[config.mk]
export PLATFORM = sky130hd
export DESIGN_NAME = usb3_ft601_rx_flat
export DESIGN_NICKNAME = d
export VERILOG_FILES = /design/src/rtl/usb3_ft601_rx_if.sv /design/src/rtl/usb3_ft601_rx.sv /design/src/flat_wrapper.sv
export SDC_FILE = /design/constraint.sdc
export NUM_CORES = 1
export LEC_CHECK = 0
export CAP_MARGIN = 20
export CORE_ASPECT_RATIO = 1.1
export CORE_MARGIN = 1.5
export CORE_UTILIZATION = 37
export CTS_CLUSTER_DIAMETER = 40
export DETAILED_ROUTE_END_ITERATION = 8
export HOLD_SLACK_MARGIN = 0.05
export PLACE_DENSITY = 0.76
export REMOVE_ABC_BUFFERS = 1
export SYNTH_ARGS = -nofsm -noshare
export SYNTH_HDL_FRONTEND = slang
export SYNTH_SLANG_ARGS = --single-unit
[constraint.sdc]
create_clock -name ftdi_clk -period 0.99 [get_ports ftdi_clk]
set_input_delay 0.198 -clock ftdi_clk [delete_from_list [all_inputs] [get_ports ftdi_clk]]
set_output_delay 0.198 -clock ftdi_clk [all_outputs]
set_load 0.05 [all_outputs]
[src/rtl/usb3_ft601_rx_if.sv]
// FT601 bus and dc32 FIFO write-side signals of the USB3 receive bridge.
// master is the bridge; slave is the FT601 chip plus the dc32 FIFO.
interface usb3_ft601_rx_if;
  logic        FR_RXF;
  logic        FT_OE;
  logic        FT_RD;
  logic [31:0] usb3_data_in;
  logic        write_to_dc32_fifo;
  logic [31:0] dc32_fifo_data_in;
  logic        dc32_fifo_almost_full;
  logic        dc32_fifo_empty;

  modport master (
    input  FR_RXF, usb3_data_in, dc32_fifo_almost_full, dc32_fifo_empty,
    output FT_OE, FT_RD, write_to_dc32_fifo, dc32_fifo_data_in
  );

  modport slave (
    output FR_RXF, usb3_data_in, dc32_fifo_almost_full, dc32_fifo_empty,
    input  FT_OE, FT_RD, write_to_dc32_fifo, dc32_fifo_data_in
  );
endinterface

[src/rtl/usb3_ft601_rx.sv]
// FT601 245-sync-FIFO receive bridge: drives OE_N/RD_N from RXF_N and forwards
// each word read into the dc32 FIFO, armed once per frame.
module usb3_ft601_rx (
  input  logic                  fpga_clk,
  input  logic                  reset_per_frame,
  input  logic                  buffer_switch_done,
  input  logic                  ftdi_clk,
  usb3_ft601_rx_if.master       bus
);

  typedef enum logic [1:0] {WAIT_FRAME, IDLE, OE, READ} state_t;

  state_t      state_q, state_d;
  logic        ft_oe_q, ft_oe_d;
  logic        ft_rd_q, ft_rd_d;
  logic        wr_q, wr_d;
  logic [31:0] data_q, data_d;

  // fpga_clk shares ftdi_clk's source; kept only for port compatibility.
  logic unused_fpga_clk;
  assign unused_fpga_clk = fpga_clk;

  logic go;
  assign go = !bus.FR_RXF && !bus.dc32_fifo_almost_full;

  always_comb begin
    state_d = state_q;
    wr_d    = 1'b0;
    data_d  = data_q;
    case (state_q)
      WAIT_FRAME: if (buffer_switch_done && bus.dc32_fifo_empty) state_d = IDLE;
      IDLE:       if (go) state_d = OE;
      OE:         state_d = go ? READ : IDLE;
      READ: begin
        // A word on the bus is taken even when almost_full forces the exit.
        if (!bus.FR_RXF) begin
          wr_d   = 1'b1;
          data_d = bus.usb3_data_in;
        end
        if (!go) state_d = IDLE;
      end
      default:    state_d = WAIT_FRAME;
    endcase
    if (reset_per_frame) begin
      state_d = WAIT_FRAME;
      wr_d    = 1'b0;
      data_d  = '0;
    end
    ft_oe_d = !(state_d == OE || state_d == READ);
    ft_rd_d = !(state_d == READ);
  end

  always_ff @(posedge ftdi_clk) begin
    state_q <= state_d;
    ft_oe_q <= ft_oe_d;
    ft_rd_q <= ft_rd_d;
    wr_q    <= wr_d;
    data_q  <= data_d;
  end

  assign bus.FT_OE              = ft_oe_q;
  assign bus.FT_RD              = ft_rd_q;
  assign bus.write_to_dc32_fifo = wr_q;
  assign bus.dc32_fifo_data_in  = data_q;

endmodule

[src/flat_wrapper.sv]
// flat-port wrapper written by rule: the top's interface ports become plain ports
module usb3_ft601_rx_flat 
  (fpga_clk, reset_per_frame, buffer_switch_done, ftdi_clk, bus_FR_RXF, bus_usb3_data_in, bus_dc32_fifo_almost_full, bus_dc32_fifo_empty, bus_FT_OE, bus_FT_RD, bus_write_to_dc32_fifo, bus_dc32_fifo_data_in);
  usb3_ft601_rx_if bus_i ();
  input  logic fpga_clk;
  input  logic reset_per_frame;
  input  logic buffer_switch_done;
  input  logic ftdi_clk;
  input wire logic [$bits(bus_i.FR_RXF)-1:0] bus_FR_RXF;
  input wire logic [$bits(bus_i.usb3_data_in)-1:0] bus_usb3_data_in;
  input wire logic [$bits(bus_i.dc32_fifo_almost_full)-1:0] bus_dc32_fifo_almost_full;
  input wire logic [$bits(bus_i.dc32_fifo_empty)-1:0] bus_dc32_fifo_empty;
  output wire logic [$bits(bus_i.FT_OE)-1:0] bus_FT_OE;
  output wire logic [$bits(bus_i.FT_RD)-1:0] bus_FT_RD;
  output wire logic [$bits(bus_i.write_to_dc32_fifo)-1:0] bus_write_to_dc32_fifo;
  output wire logic [$bits(bus_i.dc32_fifo_data_in)-1:0] bus_dc32_fifo_data_in;
  assign bus_i.FR_RXF = bus_FR_RXF;
  assign bus_i.usb3_data_in = bus_usb3_data_in;
  assign bus_i.dc32_fifo_almost_full = bus_dc32_fifo_almost_full;
  assign bus_i.dc32_fifo_empty = bus_dc32_fifo_empty;
  assign bus_FT_OE = bus_i.FT_OE;
  assign bus_FT_RD = bus_i.FT_RD;
  assign bus_write_to_dc32_fifo = bus_i.write_to_dc32_fifo;
  assign bus_dc32_fifo_data_in = bus_i.dc32_fifo_data_in;
  usb3_ft601_rx u_core (.fpga_clk(fpga_clk), .reset_per_frame(reset_per_frame), .buffer_switch_done(buffer_switch_done), .ftdi_clk(ftdi_clk), .bus(bus_i));
endmodule
# After elaboration in Yosys (flattened, before gate mapping)
# Cells that the tools add are included.
classes:
  mux: 7
  n_eq_ne: 5
  n_reduce_logical: 10
  bitwise_logic: 2
op_table:
  columns: ["op", "n"]
  rows:
  - ["2-bit 2-to-1 mux", 5]
  - ["2-bit == test, second input constant", 4]
  - ["2-bit case mux with 4 select lines", 1]
  - ["1-bit zero test", 4]
  - ["2-bit by 1-bit == test with 1-bit output, second input constant", 1]
  - ["1-bit logical AND", 2]
  - ["2-bit zero test", 1]
  - ["1-bit NOT", 2]
  - ["2-bit AND reduction", 1]
  - ["2-bit OR reduction", 1]
  - ["1-bit logical OR", 1]
  - ["1-bit 2-to-1 mux", 1]
totals:
  inputBits: 39
  regBits: 37
  out_inout_bits: 35

# Logic depth before layout (Yosys ltp)
# Gate-level depths: netlist of run 1.
logic_depth:
  ltp_word: 8
  mapped_depth: 4

# Worst setup path after synthesis of run 1
# No wires, ideal clock.
synth_timing:
  path_kind: "register to register"
  start: "register u_core.state_q[1]"
  end: "register u_core.data_q[0] (netlist: u_core.bus.dc32_fifo_data_in[0])"
  arrival_ns: 0.975
  required_ns: 0.918
  setup_time_ns: 0.072
  setup_slack_ns: -0.057
  stages_incl_launch_ff: 5
  cell_sequence: "dfxtp_1 and3b_1 buf_6 buf_12 mux2i_1"
synth_via:
  elab_chain_cells: 2
synth_lines:
  columns: ["item", "line_no", "rtl"]
  rows:
  - ["from (decl)", "usb3_ft601_rx.sv:13", "state_t state_q, state_d;"]
  - ["from (signal assigned)", "usb3_ft601_rx.sv:54", "state_q <= state_d;"]
  - ["2-bit == test", "usb3_ft601_rx.sv:30", "case (state_q)"]
  - ["2-bit AND reduction (no line)", null, null]
  - ["to (signal assigned)", "usb3_ft601_rx.sv:58", "data_q <= data_d;"]
  - ["to (decl)", "usb3_ft601_rx.sv:17", "logic [31:0] data_q, data_d;"]
# No other way between the ends.
# A chain may end at the register's enable or synchronous reset.

# Worst setup path after layout of run 1
layout_timing:
  start: "register u_core.state_q[0]"
  end: "register u_core.data_q[31] (netlist: u_core.bus.dc32_fifo_data_in[31])"
# The elaborated chain is that of the path after synthesis.

==> results of run 1 <==
-- kinds of logic (layout without fill, tap and decap cells) --
family,count (synthesis),count (layout)
DFF,37,37
AOI/OAI and AO/OA,3,3
buffers and inverters,11,107
muxes,32,32
and+or+nand+nor,70,70
-- report_power, final --
group / switching [mW] / leakage, nW / internal, mW / total, mW
logic: 0.0996 / 0.817 / 0.234 / 0.333
clock network: 0.518 / 0.0542 / 0.629 / 1.15
registers: 0.00539 / 0.316 / 1.49 / 1.50
-- per-layer routing --
layer | vias to the layer above | share of wire, %
li1 | 685 | -
met1 | 630 | 42
met2 | 45 | 50
met3 | 7 | 6.3
met4 | 0 | 1.4
met5 | - | 0
-- cell usage after synthesis --
| library cell | instances | share of area [%] |
|---|---|---|
| dfxtp_1 | 37 | 46 |
| nand2_1 | 1 | 0.23 |
| and3b_1 | 1 | 0.54 |
| nor2b_1 | 1 | 0.39 |
| nor3_1 | 2 | 0.62 |
| buf_2 | 1 | 0.31 |
| nand2b_1 | 64 | 25 |
| o21ai_0 | 1 | 0.31 |
| buf_12 | 3 | 3.7 |
| o21a_1 | 1 | 0.46 |
| buf_6 | 1 | 0.70 |
| clkbuf_1 | 6 | 1.4 |
| a211oi_1 | 1 | 0.46 |
| mux2i_1 | 32 | 20 |
| nor4b_1 | 1 | 0.54 |
-- flip-flops by register name, indices dropped and copies added, names as in the netlist --
signal / cells
u_core.bus.dc32_fifo_data_in: 32
u_core.state_q: 2
u_core.bus.FT_RD: 1
u_core.bus.FT_OE: 1
u_core.bus.write_to_dc32_fifo: 1
-- cell type report --
cell class / count / area, um2
clock buffer: 7 / 96.3
clock inverter: 1 / 5.00
fill: 317 / 1100
multi-input combinational: 105 / 795
sequential: 37 / 790
tap: 54 / 67.6
timing repair buffer: 99 / 1410
-- metrics by stage --
stage	hold slack (ns)	instance area, um2	power (mW)	worst slack [ns]
finish	0.392	3160	2.98	-0.142
global route	0.412	3160	3.10	-0.185
CTS	0.399	3010	3.00	-0.117
detailed placement	0.502	2770	1.86	-0.471
global placement	0.494	2770	1.86	-0.378
floorplan	0.270	1520	1.63	-0.895
-- how the worst max path moves through the flow --
| stage | startpoint | end | slack, ns | cells after the start |
|---|---|---|---|---|
| final | u_core.state_q[0] | u_core.bus.dc32_fifo_data_in[31] | -0.14 | 4 |
| after floorplan | u_core.state_q[1] | u_core.bus.dc32_fifo_data_in[0] | -0.89 | 2 |
| after global placement | bus_FR_RXF | u_core.bus.dc32_fifo_data_in[12] | -0.38 | 4 |
| after detailed placement | bus_FR_RXF | u_core.bus.dc32_fifo_data_in[5] | -0.47 | 4 |
| after global routing | u_core.state_q[1] | u_core.bus.dc32_fifo_data_in[30] | -0.18 | 4 |
| after CTS | u_core.state_q[1] | u_core.bus.dc32_fifo_data_in[9] | -0.12 | 4 |
-- tightest hold or removal path, stage by stage --
cell	delay, ns
dlygate4sd2_1	0.22
buf_4	0.12
nor3_2	0.05
nand2_1	0.06
-- timing repair --
item,4_1_cts,5_1_grt
pin swaps,0,1
hold buffers,0,0
resized for setup,38,11
cloned,2,2
buffers inserted,4,12
setup endpoints to repair,70,65
==> summary.txt, run 1 <==
STA
  – Worst-Margin Slew: 0.284 ns
  – Final slew viol count: 0
  – Slew headroom: 81.1%
  – Final Cycle Share: 114%
  – Skew final: 0.00777 ns
  – Tmin final: 1.13 ns
  – # setup viols final: 33
  – Fin. Hold Viols: 0
  – RSZ-0062 raised after global routing: yes
  – Fin Setup TNS: -3.36 ns
  – Worst setup margin: -0.142 ns
  – F_max: 883 MHz

Global routing
  – Total GRT Usage: 16.6%
  – Met3 GRT Util: 4.50%
  – Largest net degree at the start of global routing: 38
  – First-pass GRT wire length: 6200 um
  – Met1 Resource Use GR: 18.8%
  – Met2 GRT Util: 29.7%
  – GRT busiest layer: met2
  – Gr ovfl total: 0
  – Number of global-route vias before repair: 1392
  – Initial antenna violation count: 0

Synthesis
  – Main combinational cell family by area after synthesis: simple AND/OR/NAND/NOR gates
  – Syn_area_per_cell: 10.6 um2
  – Simple-Gate Fraction of Synth Area: 27.1%
  – Netlist cell types: 15
  – Count of mapped cells out of synthesis: 153
  – Synth warnings: 0
  – Mux contribution to synthesized area: 19.8%
  – Adder-cell area share of the yosys netlist: 0%
  – Post-Synthesis Cell Area: 0.00162 mm2
  – XOR/XNOR Fraction of Synth Area: 0%
  – #FFs+latches synth: 37
  – Seq/Total Area, Yosys: 45.8%
  – Complex-gate fraction of the synthesized area: 1.24%

Drt
  – Total Wirelength: 3900 um
  – DRT iter0 DRCs: 26
  – Drt wl/cell: 12.9 um
  – Drt drc: 0
  – Total vias in the final route: 1367
  – First-pass detailed-route iteration total: 3
  – Mean number of vias per cell: 4.51
  – Number of nets with antenna violations after routing: 0

Floorplanning
  – Starting density of the core: 38.0%
  – Core area: 0.00425 mm2
  – DIE AREA: 0.00478 mm2
  – Rows: 25
  – Die X: 66.0 um
  – IO Pins: 74
  – Die height: 72.4 um

Pwr
  – Static Leak: 1.19 nW
  – Max VDD drop: 0.676 mV
  – Pwr Density: 943 mW/mm2

Placement
  – Post-DP HPWL: 2610 um
  – GPL Wtd Cong: 0.673
  – IO buf count: 72
  – Placed Cells: 276

CTS
  – CTS sink cnt: 37
  – CTS tree: built
  – H-tree depth: 2
  – Worst-path clk slew: 0.08 ns
  – Skew-Pair Late Insertion Delay: 0.29 ns
  – Root buffer cell: clkbuf_8
  – CTS max path bufs: 2
  – TritonCTS Buffers: 5

Critical path
  – Max incr delay on CP: 0.32 ns
  – Number of buffers and inverters on the critical path: 2
  – Arr. time, crit path: 1.34 ns
  – Worst endpoint required time: 1.20 ns
  – Crit path kind: reg -> reg
  – Reg2Reg Depth: 4
  – Sequence of cells on the critical path: and3b_2 -> buf_4 -> clkbuf_16 -> mux2i_1
  – R2R Path Start: u_core.state_q[0]
  – Crit start category: register
  – Top cell family by delay on the critical path: flip-flops
  – Flop2flop setup slack: -0.14 ns
  – Slowest-stage cell, CP: dfxtp_2
  – R2R Path End: u_core.bus.dc32_fifo_data_in[31]
  – Worst-path maximum fanout: 5
  – Endpoint class of the critical path: register

Final layout
  – Final instance count without filler cells: 303
  – Final core occ: 74.2%
  – Final net count: 287
  – Most frequent cells in the layout: nand2b_1, buf_12, dfxtp_2
  – Diodes inserted: 0
  – Layout cell share with drive strength beyond 1: 44.6%
  – Commonest non-fill, non-tap cell in the layout: nand2b_1
  – Area Overhead vs Synth: 95.2%

Worst hold path
  – Sink of the worst hold path: u_core.bus.FT_RD
  – Min-Delay Path Depth: 4
  – HP Start: bus_FR_RXF
  – HP Class: in -> reg

Status
  – Violations in the final reports: setup timing
  – Status: complete, but fails checks

Run
  – Number of max-cap violations: 0
Note: power is estimated with default switching activity, not from simulation.
==> run 2: changes to the inputs <==
Settings changed: ABC_AREA from default to 1, CORE_UTILIZATION 37 to 36.
==> run 2 against run 1 <==
  * The flow still finishes with violations (setup timing)
  * Via count is 19% higher
  * Critical path depth is 2 higher
  * Total power is 13% higher
  * Non-clock buffer count is 5 lower
  * Wire length is 29% higher
  * Sequential cell count stayed put
  * Clock skew is 0.0030 ns lower
==> summary.txt, run 2 <==
Worst hold path
  – HP Class: in -> reg

Placement
  – IO buf count: 72
  – GPL Wtd Cong: 0.750
  – Placed Cells: 349
  – Post-DP HPWL: 2750 um
  – Pre-CTS WS: -0.363 ns

Critical path
  – Endpoint class of the critical path: register
  – Arr. time, crit path: 1.30 ns
  – Sequence of cells on the critical path: nand3_4 -> buf_6 -> buf_12 -> nand2_1 -> nand2_1 -> nor2_1
  – Crit start category: register
  – Worst-path maximum fanout: 9
  – Worst endpoint required time: 1.21 ns
  – Cell mode on critical path: nand2_1
  – Crit path kind: reg -> reg
  – Max incr delay on CP: 0.36 ns
  – Slowest-stage cell, CP: dfxtp_2

CTS
  – Skew-Pair Late Insertion Delay: 0.29 ns
  – CTS max path bufs: 2
  – H-tree depth: 2
  – Root buffer cell: clkbuf_8
  – CTS sink cnt: 37
  – CTS Hold Bufs: 0
  – Worst-path clk slew: 0.08 ns
  – CTS tree: built
  – TritonCTS Buffers: 5

Status
  – Status: complete, but fails checks
  – Violations in the final reports: setup timing

Final layout
  – Area Overhead vs Synth: 116%
  – Max reg flops: 32
  – Final instance count without filler cells: 371
  – Commonest non-fill, non-tap cell in the layout: nor2_1
  – Most frequent cells in the layout: nor2_1, nand2_1, buf_12
  – Fillcell total: 233
  – Layout cell share with drive strength beyond 1: 43.6%
  – Final net count: 357
  – Diodes inserted: 0

Synthesis
  – Adder-cell area share of the yosys netlist: 0%
  – Syn_area_per_cell: 6.55 um2
  – Main synth FF type: dfxtp_1
  – Yosys top cell area share: 49.8%
  – #FFs+latches synth: 37
  – Post-Synthesis Cell Area: 0.00149 mm2
  – Synth warnings: 0
  – Mux contribution to synthesized area: 0%
  – Synth area leader: dfxtp_1
  – Synth top cells by count: nand2_1, nor2_1, inv_1
  – Dominant cells by area after synthesis: dfxtp_1, nand2_1, nor2_1, inv_1, buf_6
  – Main combinational cell family by area after synthesis: simple AND/OR/NAND/NOR gates
  – Netlist cell types: 9
  – Count of mapped cells out of synthesis: 227
  – EDFF count, synth: 0
  – Seq/Total Area, Yosys: 49.8%
  – Complex-gate fraction of the synthesized area: 0.336%
  – XOR/XNOR Fraction of Synth Area: 0%
  – Simple-Gate Fraction of Synth Area: 35.8%
  – Ys async rst share: 0%

STA
  – Worst setup margin: -0.0959 ns
  – Skew final: 0.00481 ns
  – Fin Setup TNS: -1.17 ns
  – RSZ-0062 raised after global routing: yes
  – F_max: 921 MHz
  – Final Cycle Share: 110%
  – Hold slack: 0.392 ns
  – Final slew viol count: 0
  – Slew headroom: 87.8%
  – Worst-Margin Slew: 0.183 ns
  – Tmin final: 1.09 ns
  – Fin. Hold Viols: 0
  – # setup viols final: 32

Pwr
  – Pwr Density: 1050 mW/mm2
  – Static Leak: 1.52 nW
  – Max VDD drop: 1.28 mV

Floorplanning
  – DIE AREA: 0.00453 mm2
  – IO Pins: 74
  – Die X: 64.3 um
  – Rows: 24
  – Core area: 0.00396 mm2
  – Die height: 70.4 um
  – Starting density of the core: 37.5%

Drt
  – Total Wirelength: 5040 um
  – Total vias in the final route: 1628
  – Drt wl/cell: 13.6 um
  – DRT iter0 DRCs: 69
  – Mean number of vias per cell: 4.39
  – Drt drc: 0
  – First-pass detailed-route iteration total: 4
  – Number of nets with antenna violations after routing: 0

Global routing
  – Total GRT Usage: 19.7%
  – First-pass GRT wire length: 6870 um
  – Gr ovfl total: 0
  – Largest net degree at the start of global routing: 24
  – Number of global-route vias before repair: 1525
  – Initial antenna violation count: 0

Run
  – Number of max-cap violations: 0
[run 2: cell type report]
class	instances	area [um2]	area share, %
repair buffers	94	1410	43.7
flip-flops and latches	37	792	24.7
multi-input cells	142	673	21.0
inverters	38	143	4.44
clock buffers	5	68.8	2.14
clock inverters	3	65.1	2.03
well taps	52	65.1	2.03
[run 2: per-layer routing]
metal / GRT usage (%) / part of all wire (%) / vias up
met2: 37.0 / 54 / 59
met4: 4.73 / 1.7 / 0
met1: 20.7 / 38 / 734
met3: 6.60 / 6.3 / 8
met5: 0 / 0 / -
li1: - / - / 827
[run 2: worst paths after layout]
| check | from | end | slack (ns) | depth (start not counted) |
|---|---|---|---|---|
| hold reg to reg | u_core.bus.dc32_fifo_data_in[29] | u_core.bus.dc32_fifo_data_in[29] | 0.53 | 4 |
| setup / recovery | u_core.state_q[0] | u_core.bus.dc32_fifo_data_in[14] | -0.1 | 6 |
| hold / removal | bus_FR_RXF | u_core.state_q[1] | 0.39 | 4 |
| setup reg to reg | u_core.state_q[0] | u_core.bus.dc32_fifo_data_in[14] | -0.1 | 6 |
[run 2: worst max-delay path, delay by kind of cell (launching register included)]
family / cells / cell delay (ns)
buffers and inverters: 2 / 0.29
flip-flops: 1 / 0.36
AND/OR/NAND/NOR: 4 / 0.36
[run 2: cells by family (layout without fill, tap and decap cells)]
| kind of cell | Yosys count | in the layout |
|---|---|---|
| AOI/OAI and AO/OA | 1 | 1 |
| buffers and inverters | 48 | 140 |
| and+or+nand+nor | 141 | 141 |
| DFF | 37 | 37 |
[run 2: report_power, final]
part	total [mW]	internal (mW)	switching (mW)
Clock	1.53	1.00	0.531
Sequential	1.51	1.49	0.0120
Combinational	0.319	0.198	0.121
[run 2: stage by stage]
stage	power, mW	instance area, um2	utilization, %
floorplan	1.61	1420	-
global placement	1.83	2670	67.4
detailed placement	1.84	2670	67.4
CTS	3.36	2960	74.6
global route	3.47	3210	81.0
finish	3.36	3210	81.0
[run 2: repair_timing]
| action | in CTS | in global routing |
|---|---|---|
| setup buffers | 2 | 6 |
| resized for setup | 47 | 42 |
| gates cloned | 2 | 4 |
| pin swaps | 0 | 3 |
| endpoints found under the setup margin | 59 | 65 |
